$ cat config.mk
export PLATFORM = sky130hd
export DESIGN_NAME = pipe_stage_skid_reg
export DESIGN_NICKNAME = d
export VERILOG_FILES = /design/src/rtl/pipe_stage_skid_reg.sv
export SDC_FILE = /design/constraint.sdc
export NUM_CORES = 1
export LEC_CHECK = 0
export ABC_AREA = 1
export CAP_MARGIN = 0
export CORE_UTILIZATION = 25
export DETAILED_ROUTE_END_ITERATION = 10
export PLACE_DENSITY = 0.56
export SETUP_SLACK_MARGIN = 0.1
export SLEW_MARGIN = 20
export SYNTH_ARGS = -nofsm -noshare
export SYNTH_HDL_FRONTEND = slang
export SYNTH_SLANG_ARGS = --single-unit
$ cat constraint.sdc
create_clock -name clk -period 17.04 [get_ports clk]
set_input_delay 3.408 -clock clk [delete_from_list [all_inputs] [get_ports clk]]
set_output_delay 3.408 -clock clk [all_outputs]
set_load 0.02 [all_outputs]
$ cat src/rtl/pipe_stage_skid_reg.sv
// Elastic PC/instruction pipeline register with a one-entry skid buffer.
// Start gate with programmable delay, NOP on flush, saturating stall/flush counters.
//
// Ports:
//   clk, rst                 rising-edge clock, async active-high reset
//   startProcess             start gate, sampled only while idle
//   inValid/inReady          upstream handshake (inReady is a flop)
//   pcIn, instructionIn      upstream payload
//   flush                    branch-taken flush, honoured only while running
//   outValid/outReady        downstream handshake (outValid is a flop)
//   pcOut, instructionOut    payload to the next stage
//   stallCount, flushCount   saturating event counters
module pipe_stage_skid_reg #(
    parameter int              PC_W        = 32,
    parameter int              INSTR_W     = 32,
    parameter logic [INSTR_W-1:0] NOP_INSTR = 32'h00000013,
    parameter int              START_DELAY = 2,
    parameter int              CNT_W       = 16
) (
    input  logic               clk,
    input  logic               rst,
    input  logic               startProcess,
    input  logic               inValid,
    output logic               inReady,
    input  logic [PC_W-1:0]    pcIn,
    input  logic [INSTR_W-1:0] instructionIn,
    input  logic               flush,
    output logic               outValid,
    input  logic               outReady,
    output logic [PC_W-1:0]    pcOut,
    output logic [INSTR_W-1:0] instructionOut,
    output logic [CNT_W-1:0]   stallCount,
    output logic [CNT_W-1:0]   flushCount
);

    typedef enum logic [1:0] {
        ST_IDLE,
        ST_WAIT,
        ST_RUN
    } state_t;

    localparam int DW = (START_DELAY < 2) ? 1 : $clog2(START_DELAY + 1);
    localparam logic [DW-1:0]    DLY_END = DW'(START_DELAY);
    localparam logic [DW-1:0]    DLY_ONE = DW'(1);
    localparam logic [CNT_W-1:0] CNT_MAX = '1;
    localparam logic [CNT_W-1:0] CNT_ONE = CNT_W'(1);

    state_t               state_q, state_d;
    logic [DW-1:0]        dly_q, dly_d;
    logic                 out_valid_q, out_valid_d;
    logic                 skid_valid_q, skid_valid_d;
    logic                 in_ready_q, in_ready_d;
    logic [PC_W-1:0]      pc_out_q, pc_out_d;
    logic [INSTR_W-1:0]   instr_out_q, instr_out_d;
    logic [PC_W-1:0]      skid_pc_q, skid_pc_d;
    logic [INSTR_W-1:0]   skid_instr_q, skid_instr_d;
    logic [CNT_W-1:0]     stall_cnt_q, stall_cnt_d;
    logic [CNT_W-1:0]     flush_cnt_q, flush_cnt_d;

    logic accept;
    logic drain;

    // inReady is only ever high in RUN, so accept needs no state term.
    assign accept = inValid && in_ready_q;
    assign drain  = !out_valid_q || outReady;

    always_comb begin
        state_d      = state_q;
        dly_d        = dly_q;
        out_valid_d  = out_valid_q;
        skid_valid_d = skid_valid_q;
        pc_out_d     = pc_out_q;
        instr_out_d  = instr_out_q;
        skid_pc_d    = skid_pc_q;
        skid_instr_d = skid_instr_q;
        stall_cnt_d  = stall_cnt_q;
        flush_cnt_d  = flush_cnt_q;

        unique case (state_q)
            ST_IDLE: begin
                // Warm-up pass-through so the next stage sees live data.
                pc_out_d    = pcIn;
                instr_out_d = instructionIn;
                if (startProcess) begin
                    if (START_DELAY == 0) begin
                        state_d = ST_RUN;
                    end else begin
                        state_d = ST_WAIT;
                        dly_d   = DLY_ONE;
                    end
                end
            end
            ST_WAIT: begin
                pc_out_d    = pcIn;
                instr_out_d = instructionIn;
                if (dly_q == DLY_END) begin
                    state_d = ST_RUN;
                end else begin
                    dly_d = dly_q + DLY_ONE;
                end
            end
            ST_RUN: begin
                if (out_valid_q && !outReady && stall_cnt_q != CNT_MAX) begin
                    stall_cnt_d = stall_cnt_q + CNT_ONE;
                end
                if (flush) begin
                    // Kills both held beats and any beat accepted this cycle.
                    out_valid_d  = 1'b0;
                    skid_valid_d = 1'b0;
                    pc_out_d     = '0;
                    instr_out_d  = NOP_INSTR;
                    if (flush_cnt_q != CNT_MAX) begin
                        flush_cnt_d = flush_cnt_q + CNT_ONE;
                    end
                end else if (drain && skid_valid_q) begin
                    out_valid_d  = 1'b1;
                    skid_valid_d = 1'b0;
                    pc_out_d     = skid_pc_q;
                    instr_out_d  = skid_instr_q;
                end else if (drain) begin
                    if (accept) begin
                        out_valid_d = 1'b1;
                        pc_out_d    = pcIn;
                        instr_out_d = instructionIn;
                    end else begin
                        out_valid_d = 1'b0;
                    end
                end else if (accept) begin
                    skid_valid_d = 1'b1;
                    skid_pc_d    = pcIn;
                    skid_instr_d = instructionIn;
                end
            end
            default: begin
                state_d = ST_IDLE;
            end
        endcase

        // Registered ready: looks at the next skid state, not at outReady.
        in_ready_d = (state_d == ST_RUN) && !skid_valid_d;
    end

    always_ff @(posedge clk or posedge rst) begin
        if (rst) begin
            state_q      <= ST_IDLE;
            dly_q        <= '0;
            out_valid_q  <= 1'b0;
            skid_valid_q <= 1'b0;
            in_ready_q   <= 1'b0;
            pc_out_q     <= '0;
            instr_out_q  <= NOP_INSTR;
            skid_pc_q    <= '0;
            skid_instr_q <= NOP_INSTR;
            stall_cnt_q  <= '0;
            flush_cnt_q  <= '0;
        end else begin
            state_q      <= state_d;
            dly_q        <= dly_d;
            out_valid_q  <= out_valid_d;
            skid_valid_q <= skid_valid_d;
            in_ready_q   <= in_ready_d;
            pc_out_q     <= pc_out_d;
            instr_out_q  <= instr_out_d;
            skid_pc_q    <= skid_pc_d;
            skid_instr_q <= skid_instr_d;
            stall_cnt_q  <= stall_cnt_d;
            flush_cnt_q  <= flush_cnt_d;
        end
    end

    assign inReady        = in_ready_q;
    assign outValid       = out_valid_q;
    assign pcOut          = pc_out_q;
    assign instructionOut = instr_out_q;
    assign stallCount     = stall_cnt_q;
    assign flushCount     = flush_cnt_q;

endmodule

==> results.txt, run 1 <==
The tightest min-delay check is of the flop to flop type. Detailed placement ended at an HPWL of 13.8 mm. The smallest clock period supported by the final layout is computed as 5.71 ns. Summing every instance area after synthesis gives 8290 µm². The horizontal die dimension works out to 184 µm. Including well taps, the total number of placed cells is 1645.

In this run, synthesis inferred 0 flip-flops with an integrated enable. For the initial antenna violation count, the log shows 0. The number of clock buffers added by TritonCTS is 17. The type of the worst setup path is primary input to flop. Setup repair after global routing left no endpoint under its margin. After detailed routing, the number of vias per cell comes to 4.18. The logs give 25.4% for the starting density of the core and 66 for the standard-cell row count. After the last flow step, the layout net total stands at 1295. The number of max-cap violations was 0; the required time reported for the critical path endpoint was 17.36 ns. Detailed routing placed a total of 10.1 mm of wire on met2.

The endpoint identified for the worst register-to-register timing path is instructionOut[9]. Clock-pin slew was measured on the worst setup and hold paths at 0.08 ns. In the synthesized netlist the async set-or-reset flop fraction comes to 100%.

The detailed-routed wire length on met3 was 857 µm. Worst-case reg-to-reg path depth: 10. The flow ran to the end, and the final reports show no timing, DRC or antenna violations. The worst hold path begins at instructionOut[0]. The power per cell area came out at 121 nW/µm². The tools report the critical path endpoint category as a flop. In this run the vertical extent of the chip is 184 µm.

The standard cell area after detailed placement was 10200 µm²; the number of global-route vias before repair was 7004. The area added between synthesis and finish is 30.5%. The logs give 421 for the DRC violation total after the first TritonRoute iteration and 0 for the count of inserted antenna diode cells. The fraction of layout cells with a size suffix above 1 came out at 6.23%. The maximum level of the CTS H-tree is 4. The run gives 0 as the hold buffer count at cts. Summed over all instances, the cell type with the most area after synthesis is sky130_fd_sc_hd__dfrtp_1. Setup violations remaining at the end of the flow were counted as 0. The first global-routing pass estimated 36.5 mm of wire. The finished layout holds 1677 standard cells, fillers aside. Between clock sinks in the finished design, the worst skew comes to 0.00878 ns. The largest voltage drop on the vdd net was 0.0000590 V; the maximum clock rate was 0.175 GHz. The total global-route track usage was 13.6%. The data arrival time of the worst path was 6.03 ns; the post-cts resize count was 0.

The tools report the root buffer cell as sky130_fd_sc_hd__clkbuf_16. In this run the top signal layer used is met4. Synthesis produced a netlist with a net count of 1152. The maximum fanout count along the critical path was 65. Synthesis inferred 167 register bits. Once detail routing completed, the nets flagged for antenna violations numbered 0.

The worst hold path cell count is 2, and the leakage power of the design is 5.07 nW. Post-CTS timing repair inserted 0 buffers for setup. At the pin with the least slew margin, the transition time is 0.963 ns. Ranked by total cell area, the synthesized netlist is headed by sky130_fd_sc_hd__dfrtp_1 49%, sky130_fd_sc_hd__nand2_1 18%, sky130_fd_sc_hd__inv_1 7.1%. The most used flip-flop cell after synthesis is sky130_fd_sc_hd__dfrtp_1. The tools report the worst slew margin relative to its limit as 35.8%.

At the later pin of the worst-skew pair, clock insertion delay measures 0.43 ns. The number of different library cells used by synthesis comes to 24. The logs give 0 for the Yosys warning count and 2 for the largest buffer count on any clock path.

After routing the design area is 10800 µm². Count of boundary I/O pins: 168. The placeable core region was 32600 µm². The tools report the element type at the critical path start as a primary input. Of the available clock period, the critical path in the final layout requires 33.5%. After global routing the overflow that remains totals 0. Total power for the finished layout comes to 1.31 mW. In this run the mean area of a mapped cell was 7.68 µm².

After detailed routing, the wire length on met1 is 10.4 mm. The total wire length after detailed routing was 21.6 mm; the post-synthesis instance total was 1079. The floorplan step defined a die boundary enclosing 33900 µm².

After detailed routing, the number of remaining DRC violations is 0. The tools report the count of TritonRoute iterations in the first routing pass as 7. In this run the critical register-to-register path is launched from outValid. The tools report the sequential element share of the synthesized area as 50.5%. The total clock sinks is 167. Dividing the detail-routed wire length by the instance count gives 12.9 µm. The number of pins with negative max-slew slack in the final report was 0. The synthesized design devotes to its leading area cell type 48.6% of total area. TritonCTS built the clock tree. The congestion estimate from routability-driven global placement came to 0.776. Input and output buffers added on the ports amount to 167.

For the final routed database, the setup TNS stands at 0 ns. The via count of the routed design was 7010. For hold timing, the worst endpoint is instructionOut[0]. The logs give 0 for the number of endpoints with negative hold slack in the final report and 14.48 ns for the reg2reg setup slack. The pin count of the biggest net entering global routing is 95.
## routing by layer
metal | up-vias | GRT usage [%]
li1 | 3618 | -
met1 | 3228 | 18.2
met2 | 148 | 22.0
met3 | 16 | 2.43
met4 | 0 | 4.37
met5 | - | 0
## power breakdown
group	switching (mW)	total (mW)	internal [mW]
combinational	0.245	0.416	0.172
clock	0.184	0.377	0.193
sequential	0.0495	0.521	0.471
## how the worst max path moves through the flow
stage	start	end	slack [ns]
3_5_place_dp	flush	pcOut[20]	10.82
2_1_floorplan	rst	dly_q[0]	9.12
4_1_cts	flush	pcOut[18]	11.29
5_1_grt	flush	instructionOut[9]	11.06
3_3_place_gp	outReady	instructionOut[0]	10.76
6_report	flush	instructionOut[9]	11.33
## synth_stat cells (7+ instances only)
cell type and number:
sky130_fd_sc_hd__nand2_1 395, sky130_fd_sc_hd__dfrtp_1 161, sky130_fd_sc_hd__inv_1 156, sky130_fd_sc_hd__nand3_1 84
sky130_fd_sc_hd__a21oi_1 65, sky130_fd_sc_hd__o21ai_1 64, sky130_fd_sc_hd__buf_2 31, sky130_fd_sc_hd__nor2_1 24
sky130_fd_sc_hd__nand4_1 12, sky130_fd_sc_hd__buf_4 10, sky130_fd_sc_hd__buf_6 10, sky130_fd_sc_hd__o21ai_0 9
sky130_fd_sc_hd__xnor2_1 8, sky130_fd_sc_hd__nor2_2 7
## area by class of cell
cell class / instances / area [µm²]
Clock buffer: 17 / 425
Clock inverter: 15 / 146
Fill cell: 3477 / 21800
Inverter: 162 / 616
Multi-Input combinational cell: 699 / 3160
Sequential cell: 167 / 4190
Tap cell: 442 / 553
Timing Repair Buffer: 175 / 1730
## metrics by stage
stage	worst slack [ns]	util (%)	hold WS, ns
final	11.33	33.2	0.472
after floorplan	9.12	-	0.454
after global placement	10.76	31.4	0.464
after CTS	11.29	33.2	0.479
after global routing	11.06	33.2	0.498
after detailed placement	10.82	31.4	0.464
## cell families after synthesis
kind of cell	Yosys count	synth area share, %
XOR/XNOR	14	1.48
adder cells (fa/ha/maj)	3	0.453
flip-flops	167	50.5
AND/OR/NAND/NOR	544	27.8
AO/OA/AOI/OAI	138	8.33
buffers and inverters	213	11.5
## registers in the layout, summed over array words and instances (netlist names)
signal / count
instructionOut: 32
pcOut: 32
skid_instr_q: 32
skid_pc_q: 32
flushCount: 16
stallCount: 16
dly_q: 2
state_q: 2
inReady: 1
outValid: 1
skid_valid_q: 1
## critical path, stage by stage
cell and delay (ns):
sky130_fd_sc_hd__clkdlybuf4s50_1 0.60, sky130_fd_sc_hd__inv_2 0.11, sky130_fd_sc_hd__nand3_1 0.10, sky130_fd_sc_hd__nand3_1 0.09, sky130_fd_sc_hd__nand2_2 0.06, sky130_fd_sc_hd__buf_4 0.62
sky130_fd_sc_hd__inv_2 0.43, sky130_fd_sc_hd__buf_4 0.40, sky130_fd_sc_hd__nand2_1 0.11, sky130_fd_sc_hd__nand2_1 0.06
## cell usage in the layout (no fill, tap or decap)
cell,count
sky130_fd_sc_hd__buf_4,8
sky130_fd_sc_hd__nor2_4,7
sky130_fd_sc_hd__clkinv_4,5
sky130_fd_sc_hd__clkbuf_16,17
sky130_fd_sc_hd__inv_4,1
sky130_fd_sc_hd__inv_1,155
sky130_fd_sc_hd__dfstp_2,6
sky130_fd_sc_hd__clkinvlp_4,4
sky130_fd_sc_hd__o21ai_0,9
sky130_fd_sc_hd__inv_6,3
sky130_fd_sc_hd__nor3_2,1
sky130_fd_sc_hd__nand2_2,7
sky130_fd_sc_hd__xnor2_1,8
sky130_fd_sc_hd__clkdlybuf4s50_1,167
sky130_fd_sc_hd__nor2_2,6
sky130_fd_sc_hd__nor3_1,2
sky130_fd_sc_hd__a21oi_1,65
sky130_fd_sc_hd__clkinv_8,2
sky130_fd_sc_hd__ha_1,3
sky130_fd_sc_hd__nand3b_1,4
sky130_fd_sc_hd__inv_8,2
sky130_fd_sc_hd__xor2_1,6
sky130_fd_sc_hd__nand2_4,3
sky130_fd_sc_hd__o21ai_1,64
sky130_fd_sc_hd__inv_2,5
sky130_fd_sc_hd__nand3_1,84
sky130_fd_sc_hd__nand4_1,12
sky130_fd_sc_hd__dfrtp_1,161
sky130_fd_sc_hd__nor2_1,24
sky130_fd_sc_hd__nand2_1,394
Note: power is estimated with default switching activity, not from simulation.
==> run 2, diff against run 1 <==
Settings changed: PLACE_DENSITY 0.56 to 0.57.
Clock period 17.04 ns to 5.1 ns, I/O delays scaled along.
==> results.txt, run 2 (synthesized netlist as in run 1, its figures left out) <==
For the pin count of the biggest net entering global routing, the log shows 168 (+77%). For the total clock sinks, the log shows 167 (unchanged). The clock skew was 0.0125 ns (+0.00368 ns); the transition time at the pin with the least slew margin was 1.14 ns (+0.179 ns). Relative to the synthesized area, the layout overhead comes to 30.9%.

The overall power of the completed layout is 4.42 mW (+240%). The run finished with clean final reports. The run gives 0 (unchanged) as the number of routed nets with antenna violations. The maximum fanout count along the critical path works out to 42 (-35%). The logs give 13.4% (-0.16 points) for the total global-route track usage and 0.784 (+0.99%) for the routability-driven placement congestion ratio. The run gives 3.16 ns (-2.87 ns) as the data arrival time of the worst path. Total wire length after detailed routing: 21.7 mm (+0.36%). The count of inserted antenna diode cells was 0 (unchanged); the detailed-route wire length per cell was 13.0 µm (+0.42%). Setup repair after global routing left no endpoint under its margin. For the maximum level of the CTS H-tree, the log shows 4 (unchanged). For the count of boundary I/O pins, the log shows 168 (unchanged). The placeable core region was 32600 µm² (unchanged); the worst-case reg-to-reg path depth was 9 (-1). The largest voltage drop on the vdd net was 0.000213 V (+260%); the final net count was 1294 (-0.077%).

The tools report the leakage power of the design as 5.08 nW (+0.25%). The final critical-path share of the clock period was 54.6%. Type of the tightest min-delay check: flop to flop. The critical path endpoint category was a flop. The post-cts resize count is 0 (unchanged), and the total die area is 33900 µm² (unchanged). For hold timing, the worst endpoint is instructionOut[1]. The maximum clock rate is 0.359 GHz, and the standard-cell row count is 66 (unchanged).

The count of buffers from port buffering is 167 (unchanged), and the power per cell area is 408 nW/µm² (+240%). The via count of the routed design is 6970 (-0.57%), and the post-CTS clock slew at the launch and capture registers of the worst setup and hold paths is 0.06 ns (-0.02 ns). Launching point of the worst reg2reg path: outValid.

The reg2reg setup slack was 2.93 ns (-11.55 ns). The number of pins with negative max-slew slack in the final report was 0 (unchanged). The remaining global-route overflow is 0 (unchanged).

Leaving out fill and tap cells, the most frequent cells in the layout are 394 x sky130_fd_sc_hd__nand2_1, 167 x sky130_fd_sc_hd__clkdlybuf4s50_1, 161 x sky130_fd_sc_hd__dfrtp_1. The largest buffer count on any clock path came out at 2 (unchanged). Vertical die dimension: 184 µm (unchanged). The tools report the startpoint of the worst hold path as instructionOut[1].

The type of the worst setup path was primary input to flop. The tools report the hold buffer count at cts as 0 (unchanged). For the latest clock arrival within the worst-skew pair, the log shows 0.44 ns (about the same). The run gives 17 (unchanged) as the number of buffers created by CTS.

The tools report the number of endpoints with negative hold slack in the final report as 0 (unchanged). The required time reported for the critical path endpoint is 5.47 ns (-11.89 ns), and the horizontal die dimension is 184 µm (unchanged). The tools report the initial antenna violation count as 0 (unchanged). The worst path in the final design needs a cycle of 2.79 ns, including I/O delays and setup. The run gives 5 (-2) as the count of TritonRoute iterations in the first routing pass.

The most common cell after layout, fill and taps aside is sky130_fd_sc_hd__nand2_1. The number of setup violations in the final report was 0 (unchanged). Root buffer cell: sky130_fd_sc_hd__clkbuf_16. The worst hold path cell count is 2 (unchanged). The fraction of layout cells with a size suffix above 1 is 6.00% (-0.24 points), and the DRC violation total after the first TritonRoute iteration is 319 (-24%).

The logs give 0 (unchanged) for the number of setup buffers added after CTS and 3447 (-0.86%) for the number of fillers in the final layout. Starting density of the core: 25.4% (unchanged). The worst slew margin relative to its limit is 23.8% (-12 points), and the wire length of the first global-routing pass is 35.5 mm (-2.8%).

The run gives 0 (unchanged) as the number of max-cap violations. STA classifies the critical path startpoint as a primary input. The number of remaining DRC errors is 0 (unchanged), and the setup TNS is 0 ns (unchanged). TritonCTS built the clock tree. The worst register-to-register path ends at pcOut[4].

The tools report the number of global-route vias before repair as 6694 (-4.4%). The routed via count divided by cell count is 4.16 (-0.51%), and the estimated wirelength of the detail-placed design is 13.2 mm (-4.0%).
-- run 2: cell count changes in the layout (fill, tap and decap cells not counted) --
| cell | before | now |
|---|---|---|
| sky130_fd_sc_hd__bufinv_16 | 0 | 1 |
| sky130_fd_sc_hd__buf_12 | 0 | 2 |
| sky130_fd_sc_hd__clkbuf_1 | 0 | 2 |
| sky130_fd_sc_hd__clkinv_4 | 5 | 2 |
| sky130_fd_sc_hd__buf_16 | 0 | 1 |
| sky130_fd_sc_hd__inv_8 | 2 | 1 |
| sky130_fd_sc_hd__clkbuf_8 | 0 | 1 |
| sky130_fd_sc_hd__clkinv_8 | 2 | 0 |
| sky130_fd_sc_hd__buf_4 | 8 | 4 |
| sky130_fd_sc_hd__clkinv_2 | 0 | 2 |
-- run 2: power by group --
part           switching [mW]  internal [mW]
sequential              0.160           1.57
clock                   0.584          0.693
combinational           0.831          0.580
-- run 2: routing by layer --
layer  track usage, %  vias to the layer above  routed length, µm
li1                 -                     3609                  -
met1             17.6                     3241              10500
met2             21.7                      108              10200
met3             3.30                       12                788
met4             4.07                        0                233
met5                0                        -                  0
-- run 2: worst max-delay path: stages --
cell	delay, ns
sky130_fd_sc_hd__clkdlybuf4s50_1	0.45
sky130_fd_sc_hd__nor2_1	0.20
sky130_fd_sc_hd__nand2_1	0.10
sky130_fd_sc_hd__nand3_1	0.09
sky130_fd_sc_hd__nand2_2	0.06
sky130_fd_sc_hd__inv_2	0.63
sky130_fd_sc_hd__buf_4	0.40
sky130_fd_sc_hd__nand2_1	0.10
sky130_fd_sc_hd__nand2_1	0.07
-- run 2: area by class of cell --
type	count	area, µm²	share of cell area [%]
Timing Repair Buffer	174	1770	16.3
Inverter	162	614	5.66
Clock buffer	20	447	4.12
Sequential cell	167	4190	38.6
Clock inverter	12	118	1.08
Multi-Input combinational cell	699	3160	29.1
Tap cell	442	553	5.10
-- run 2: how the worst max path moves through the flow --
stage               startpoint                 to  slack, ns  cells after the start
finish                outReady           pcOut[4]       2.31                      9
global route             flush           pcOut[8]       2.12                      9
CTS                      flush  instructionOut[0]       2.03                      8
detailed placement       flush  instructionOut[4]       1.57                      8
global placement         flush  instructionOut[1]       1.61                      8
floorplan                  rst           dly_q[0]       1.96                      1
-- run 2: stage by stage --
| stage | instances | hold WS (ns) | cell area [µm²] | worst slack [ns] | utilization, % |
|---|---|---|---|---|---|
| 2_1_floorplan | 1079 | 0.454 | 8290 | 1.96 | - |
| 3_3_place_gp | 1643 | 0.462 | 10300 | 1.61 | 31.4 |
| 3_5_place_dp | 1643 | 0.459 | 10300 | 1.57 | 31.4 |
| 4_1_cts | 1675 | 0.474 | 10800 | 2.03 | 33.2 |
| 5_1_grt | 1676 | 0.499 | 10800 | 2.12 | 33.3 |
| 6_report | 1676 | 0.474 | 10800 | 2.31 | 33.3 |
==> run 3, diff against run 2 <==
Settings changed: PLACE_DENSITY 0.57 to 0.56.
Clock period 5.1 ns to 2.91 ns, I/O delays scaled along.
==> results.txt, run 3 (synthesized netlist as in run 1, its figures left out) <==
The logs give 0.461 GHz for the maximum clock rate and 0.363 ns (-1.20 ns) for the pre-CTS setup slack. The initial antenna violation count came out at 0 (unchanged). DRC violation total after the first TritonRoute iteration: 365 (+14%). Number of setup buffers added after CTS: 0 (unchanged). The flow ran to the end, and the final reports show no timing, DRC or antenna violations. The wire length of the first global-routing pass came out at 36.5 mm (+3.0%).

The vertical die dimension is 184 µm (unchanged). The setup TNS is 0 ns (unchanged), and the data arrival time of the worst path is 1.59 ns (-1.57 ns). The logs give 66 (unchanged) for the standard-cell row count and 21.9 mm (+0.73%) for the total wire length after detailed routing. Walking the worst path, the cells encountered are clkdlybuf4s50_1. The top cell family by delay on the critical path was buffers and inverters. The tools report the root buffer cell as sky130_fd_sc_hd__clkbuf_16. The pin count of the biggest net entering global routing was 71 (-58%); the power per cell area was 721 nW/µm² (+77%).

The number of max-cap violations is 0 (unchanged). The logs give 0 (unchanged) for the remaining global-route overflow and 0 (unchanged) for the number of setup violations in the final report. The worst-case reg-to-reg path depth works out to 6 (-3). The maximum level of the CTS H-tree is 4 (unchanged). The required time reported for the critical path endpoint came out at 2.33 ns (-3.14 ns). The largest buffer count on any clock path is 2 (unchanged). The instance count after placement with tap cells included was 1656 (+0.79%); the standard cell area after detailed placement was 10500 µm² (+2.0%). Leaving out fill and tap cells, the most frequent cell in the layout is sky130_fd_sc_hd__nand2_1. The maximum fanout count along the critical path was 7 (-83%); the routed via count divided by cell count was 4.19 (+0.86%).

The count of buffers from port buffering came out at 167 (unchanged). The number of buffers and inverters on the critical path was 1 (-2). The count of boundary I/O pins was 168 (unchanged).

For the clock skew, the log shows 0.0124 ns (-0.0000275 ns). The element type at the critical path start is a flop. Largest stage delay on the critical path: 0.66 ns (+0.03 ns). The critical path in this run is classified as flop to primary output. The total die area was 33900 µm² (unchanged); the routability-driven placement congestion ratio was 0.807 (+3.0%). The post-layout instance count excluding filler cells is 1688 (+0.72%), and the worst slew margin relative to its limit is 53.2% (+29 points). The startpoint identified for the worst register-to-register timing path is outValid. The area of all placed cells without fillers was 11100 µm² (+2.2%); the number of buffers created by CTS was 17 (unchanged). For the number of endpoints with negative hold slack in the final report, the log shows 0 (unchanged). The detailed-route wire length per cell was 13.0 µm (about the same); the total global-route track usage was 13.8% (+0.38 points). The share of the core filled with cells was 34.0% (+0.72 points); the final critical-path share of the clock period was 74.6%. The hold slack was 0.475 ns (+0.000897 ns); the post-cts resize count was 0 (unchanged). The logs give 6985 (+4.3%) for the number of global-route vias before repair and 0 (unchanged) for the count of inserted antenna diode cells. The tools report the largest voltage drop on the vdd net as 0.000418 V (+96%). The number of remaining DRC errors is 0 (unchanged), and the horizontal die dimension is 184 µm (unchanged). The number of pins with negative max-slew slack in the final report is 0 (unchanged), and the final net count is 1306 (+0.93%).

The transition time at the pin with the least slew margin is 0.699 ns (-0.443 ns), and the overall power of the completed layout is 7.99 mW (+81%). The estimated wirelength of the detail-placed design is 14.7 mm (+11%). Compared with the post-synthesis result, the final layout area differs by 33.7%. The placeable core region is 32600 µm² (unchanged). The critical path endpoint category was a primary output.

For the hold buffer count at cts, the log shows 0 (unchanged). Reg2reg setup slack: 0.98 ns (-1.95 ns). The tools report the endpoint of the worst-slack reg-to-reg timing path as skid_instr_q[3].

The tightest min-delay check is of the flop to flop type. Setup repair after global routing left no endpoint under its margin. Among all stages on the critical path, the largest delay is contributed by sky130_fd_sc_hd__clkdlybuf4s50_1. The fraction of layout cells with a size suffix above 1 came out at 7.06% (+1.1 points).

TritonCTS built the clock tree. In the layout the commonest cells are 394 x sky130_fd_sc_hd__nand2_1, 167 x sky130_fd_sc_hd__clkdlybuf4s50_1, 161 x sky130_fd_sc_hd__dfrtp_1. The total clock sinks was 167 (unchanged); the count of TritonRoute iterations in the first routing pass was 5 (unchanged). The startpoint identified for the worst hold timing path is skid_instr_q[4]. The latest clock arrival within the worst-skew pair came out at 0.44 ns (about the same).

The shortest period the worst path allows was 2.17 ns. The tools report the starting density of the core as 25.4% (unchanged). The post-layout worst setup margin was 0.740 ns (-1.58 ns). The via count of the routed design was 7080 (+1.6%). The number of routed nets with antenna violations is 0 (unchanged). The worst hold path cell count was 2 (unchanged). The post-CTS clock slew at the launch and capture registers of the worst setup and hold paths was 0.08 ns (+0.02 ns).

The leakage power of the design came out at 5.20 nW (+2.4%). The worst hold path terminates at skid_instr_q[4].
## run 3: area by class of cell
cell class,instances,area (µm²)
inverters,162,612
fillers,3424,21500
clock inverters,14,179
multi-input cells,699,3160
well taps,442,553
repair buffers,186,1950
flip-flops and latches,167,4190
clock buffers,18,439
## run 3: worst max-delay path by stage
stage	startpoint	to	slack, ns	cells past startpoint
2_1_floorplan	rst	dly_q[0]	0.21	1
6_report	flushCount[13]	flushCount[13]	0.74	1
5_1_grt	flushCount[8]	flushCount[8]	0.63	1
4_1_cts	flushCount[8]	flushCount[8]	0.70	1
3_5_place_dp	flush	skid_pc_q[21]	0.36	6
3_3_place_gp	outReady	skid_instr_q[10]	0.42	6
## run 3: power by group
part / internal (mW) / switching, mW
clock network: 1.33 / 1.08
logic: 1.07 / 1.48
registers: 2.76 / 0.273
total: 5.16 / 2.83
## run 3: routing by layer
layer	part of all wire [%]	vias to the layer above	global-route usage, %
met5	0	-	0
met4	1.3	0	4.97
met3	4.3	14	2.61
met2	48	142	22.9
met1	47	3281	17.8
li1	-	3643	-
==> variant 1, RTL diff (settings of run 2) <==
The 3 states of `state_t` get a one-hot encoding in 3 bits.
--- a/src/rtl/pipe_stage_skid_reg.sv
+++ b/src/rtl/pipe_stage_skid_reg.sv
@@ -34,8 +34,8 @@
 );
 
-    typedef enum logic [1:0] {
-        ST_IDLE,
-        ST_WAIT,
-        ST_RUN
+    typedef enum logic [2:0] {
+        ST_IDLE = 3'b001,
+        ST_WAIT = 3'b010,
+        ST_RUN  = 3'b100
     } state_t;
 
Behaviour: no difference found for any inputs over 4 cycles, from zero or initial values and one cycle with rst high; so few cycles prove little.
==> variant 1 against run 2 <==
Critical path depth shrank 1. Routed wire length down 1.6%. Sequential cell count is 1 higher. Register-to-register slack lost 0.29 ns. Highest routed layer unchanged. Cell area fell by 0.19%. Area after synthesis barely moved. Count of clock-buffer cells in the layout unchanged. Via count decreased by 0.66%. Synthesized cell count fell by 4.1%. Power grew 9.9%. Worst hold slack worse by 0.00091 ns. Worst setup slack lost 0.20 ns.
==> variant 1: results (changes against run 2) <==
| Metric | Value |
|---|---|
| Syn_nets | 1,108 (-3.8%) |
| Dpl cell area | 10,210 sq um (-0.45%) |
| Seq power | 1.78 mW (+3%) |
| Met3 Use GR | 3.102% (-0.20 points) |
| WL met2 | 9797 um (-3.9%) |
| Fin Hold WS | 0.4734 ns (-0.0009100 ns) |
| Gr ovfl total | 0 (unchanged) |
| R2R Setup Slk | 2.64 ns (-0.29 ns) |
| Clk_lat worst skew | 0.44 ns (about the same) |
| Inst Count DP | 1,600 (-2.6%) |
| Nets@finish | 1,250 (-3.4%) |
| Worst vdd ir | 0.2394 mV (+12%) |
| Worst Hold End | instructionOut[0] |
| M1 WL | 10,280 um (-2.2%) |
| Crit. Startpoint | outReady |
| Switching power of the nets | 1.703 mW (+8.1%) |
| Clock power frac | 28.6% (-0.3 points) |
| Routability-driven placement congestion ratio | 0.8036 (+2.5%) |
| Critical path arrival | 3.27 ns (+0.11 ns) |
| Synthesis-to-finish area growth | 30.53% |
| Met1 global-route usage | 17.61% (about the same) |
| Dpl ws | 1.663 ns (+0.09516 ns) |
| CP max stage delay | 0.56 ns (-0.07 ns) |
| Synth cell count leaders | nand2_1, dfrtp_1, a21oi_1 |
| Number of CTS-inserted buffers | 17 (unchanged) |
| Reg-to-Reg End | skid_pc_q[19] |
| Syn Inst Count | 1,035 (-4.1%) |
| Sequential area share after synthesis | 50.79% (+0.29 points) |
| Static Leak | 5.165 nW (+1.7%) |
| Crit Path Max Fanout | 72 (+71%) |
| Reg2reg start | state_q[0] |
| Top cells by area, synth | dfrtp_1, nand2_1, a21oi_1, nand3_1, inv_1 |
| Synth unique cells | 29 (+21%) |
| Worst hold-check path type | reg -> reg |
| Skew final | 0.01049 ns (-0.001964 ns) |
| Layout cell share with drive strength beyond 1 | 10.18% (+4.2 points) |
| Met3 routed WL | 1014 um (+29%) |
| Worst R2R Path Depth | 7 (-2) |
| Worst slew pin tran | 0.9569 ns (-0.1859 ns) |
| Via count | 6,924 (-0.66%) |
| Top Metal Used | met4 |
| Met2 Track Usage GR | 21.02% (-0.64 points) |
| Detailed placement HPWL | 13,570 um (+2.5%) |
| Sw frac | 35.04% (-0.59 points) |
| Initial DRC count | 321 (+0.63%) |
| Status | finished, final reports clean |
| Largest net degree at the start of global routing | 169 (+0.60%) |
| H-tree depth | 4 (unchanged) |
| Worst Hold Launch | instructionOut[0] |
| Fillers | 3,443 (-0.12%) |
| Vias in the first global route | 6,724 (+0.45%) |
| CP max stage cell | buf_4 |
| GRT Util Overall | 13.21% (-0.19 points) |
| Setup ws final | 2.119 ns (-0.1964 ns) |
| Wire per inst | 13.10 um (+1.1%) |
| WL final | 21,370 um (-1.6%) |
| Global-route wire length before repair | 35,080 um (-1.2%) |
| Die Area | 33,910 sq um (about the same) |
[variant 1: cell types whose count changed in the layout (fill, tap and decap cells not counted), sizes merged, moves of 2 or more]
cell and delta:
nand3b -2, a21oi +59, bufinv +3, inv -60, nand2 -116, o21ai -59, or2 +61, nand3 +2
nor2 +67
[variant 1: kinds of logic (layout without fill, tap and decap cells)]
group	count (synthesis)	in the layout	synth area share, %
compound gates	139	139	8.418
xor+xnor	14	14	1.478
fa+ha+maj	3	3	0.4526
buf+inv	156	310	9.534
flops	168	168	50.79
simple gates	555	555	29.33
[variant 1: cell type report]
type	count	share of cell area, %
Clock buffer	20	4.126
Timing Repair Buffer	174	16.04
Clock inverter	11	1.583
Inverter	105	3.744
Tap cell	442	5.108
Multi-Input combinational cell	711	30.49
Sequential cell	168	38.91
[variant 1: critical path: cells and delay by family]
kind                   cells  cell delay, ns
AO/OA/AOI/OAI              1            0.06
buffers and inverters      3            1.04
AND/OR/NAND/NOR            4            1.10
==> variant 2, RTL diff (settings of run 2) <==
Without the edit above. `INSTR_W`: 32 -> 24.
--- a/src/rtl/pipe_stage_skid_reg.sv
+++ b/src/rtl/pipe_stage_skid_reg.sv
@@ -13,5 +13,5 @@
 module pipe_stage_skid_reg #(
     parameter int              PC_W        = 32,
-    parameter int              INSTR_W     = 32,
+    parameter int              INSTR_W     = 24,
     parameter logic [INSTR_W-1:0] NOP_INSTR = 32'h00000013,
     parameter int              START_DELAY = 2,
Ports: changed (resized instructionIn and instructionOut); port bits go from 168 to 152. The function was not compared with the original's and may differ.
==> variant 2 against run 2 <==
Area after synthesis shrank 11%. Register-to-register slack worse by 0.22 ns. Sequential cell count decreased by 16. Power decreased by 6.2%. Cell area shrank 9.2%. Worst setup slack lost 0.024 ns. Via count fell by 6.9%. First-iteration DRC count grew 34%. Routed wire length is 8.1% lower. Fmax down 0.84%. Die area fell by 11%. Critical endpoint is now flushCount[2].
==> variant 2: results (changes against run 2) <==
| Metric | Value |
|---|---|
| Status | finished, final reports clean |
| Number of CTS-inserted buffers | 17 (unchanged) |
| Reg-to-Reg End | flushCount[2] |
| Fillers | 3,035 (-12%) |
| Critical path arrival | 3.13 ns (-0.03 ns) |
| Crit. Startpoint | flush |
| Vias in the first global route | 6,323 (-5.5%) |
| Worst Hold End | skid_instr_q[1] |
| Clk_lat worst skew | 0.42 ns (-0.02 ns) |
| Reg2reg start | state_q[0] |
| Syn_nets | 1,053 (-8.6%) |
| Post-CTS sizing | 0 (unchanged) |
| Static Leak | 4.608 nW (-9.3%) |
| Relative slew slack | 39.33% (+16 points) |
| Sequential area share after synthesis | 51.37% (+0.86 points) |
| Syn Inst Count | 988 (-8.4%) |
| Routability-driven placement congestion ratio | 0.8028 (+2.4%) |
| Fin Hold WS | 0.4665 ns (-0.007749 ns) |
| Dpl cell area | 9230 sq um (-10%) |
| Diode count | 0 (unchanged) |
| Worst R2R Path Depth | 6 (-3) |
| Vias per inst | 4.276 (+2.8%) |
| Wire per inst | 13.15 um (+1.5%) |
| Multiplexer share of the synthesized area | 0% (unchanged) |
| Global-route wire length before repair | 33,390 um (-5.9%) |
| Synth unique cells | 25 (+4.2%) |
| Top cells by area, synth | dfrtp_1, nand2_1, nor2_1, nand3_1, inv_1 |
| Non-filler cells, final | 1,517 (-9.5%) |
| Detailed placement HPWL | 12,620 um (-4.7%) |
| Synth cell count leaders | nand2_1, dfrtp_1, nor2_1 |
| Crit Path Max Fanout | 57 (+36%) |
| Worst vdd ir | 0.2183 mV (+2.3%) |
| Layout cell share with drive strength beyond 1 | 5.031% (-0.97 points) |
| Adder-cell share of the synthesized area | 0.5093% (+0.056 points) |
| Period minus WS final | 2.809 ns (+0.02370 ns) |
| R2R Setup Slk | 2.71 ns (-0.22 ns) |
| # port buffers | 151 (-9.6%) |
| Dpl ws | 1.796 ns (+0.2281 ns) |
| Initial DRC count | 428 (+34%) |
| Drt first pass iters | 5 (unchanged) |
| Synth Area in Compound Gates | 5.194% (-3.1 points) |
| Worst Hold Launch | skid_instr_q[1] |
| Nets@finish | 1,186 (-8.3%) |
| XOR/XNOR share of the synthesized area | 1.545% (+0.065 points) |
| GRT Util Overall | 13.91% (+0.51 points) |
| Initial antenna violation count | 2 (+2) |
| Post-synth ARST share | 100.0% (unchanged) |
| Largest net degree at the start of global routing | 152 (-9.5%) |
| Skew final | 0.009806 ns (-0.002650 ns) |
==> variant 2: layer usage <==
layer | share of wire [%] | wire length [um] | global-route usage [%]
met1 | 48 | 9619 | 19.26
met2 | 44 | 8848 | 21.23
met3 | 6.7 | 1344 | 4.364
met4 | 0.55 | 110 | 2.851
met5 | 0.13 | 26 | 0
==> variant 2: cell type report <==
cell class                      instances  area [sq um]  share of cell area, %
Clock inverter                         11         147.6                  1.500
Clock buffer                           20         466.7                  4.740
Sequential cell                       151          3786                  38.45
Timing Repair Buffer                  160          1604                  16.29
Inverter                               99         379.1                  3.851
Tap cell                              384         480.5                  4.880
Multi-Input combinational cell        692          2982                  30.28
==> variant 2: critical path, cell delays in order <==
cell and delay, ns:
clkdlybuf4s50_1 0.50, inv_1 0.11, nor2_4 0.12, buf_4 0.56, nand2_1 0.51, o21ai_0 0.31
==> variant 2: how the worst max path moves through the flow <==
stage / endpoint
6_report: flushCount[2]
5_1_grt: flushCount[5]
4_1_cts: flushCount[2]
3_5_place_dp: flushCount[2]
3_3_place_gp: flushCount[5]
2_1_floorplan: dly_q[0]
==> variant 2: metrics by stage <==
| stage | power (mW) | utilization (%) |
|---|---|---|
| CTS | 4.223 | 34.11 |
| global placement | 2.847 | 31.98 |
| detailed placement | 2.864 | 31.98 |
| global route | 4.425 | 34.12 |
| finish | 4.150 | 34.12 |
| floorplan | 2.315 | - |
==> variant 2: power by group <==
group / switching [mW] / total [mW] / leakage [nW] / internal, mW
clock network: 0.518 / 1.33 / 0.302 / 0.808
registers: 0.143 / 1.60 / 1.69 / 1.46
logic: 0.728 / 1.22 / 2.61 / 0.493
==> variant 2: cell families (layout without fill, tap and decap cells) <==
| family | Yosys count | in the layout |
|---|---|---|
| buf+inv | 145 | 290 |
| xor+xnor | 13 | 13 |
| fa+ha+maj | 3 | 3 |
| flops | 151 | 151 |
| simple gates | 600 | 600 |
| compound gates | 76 | 76 |
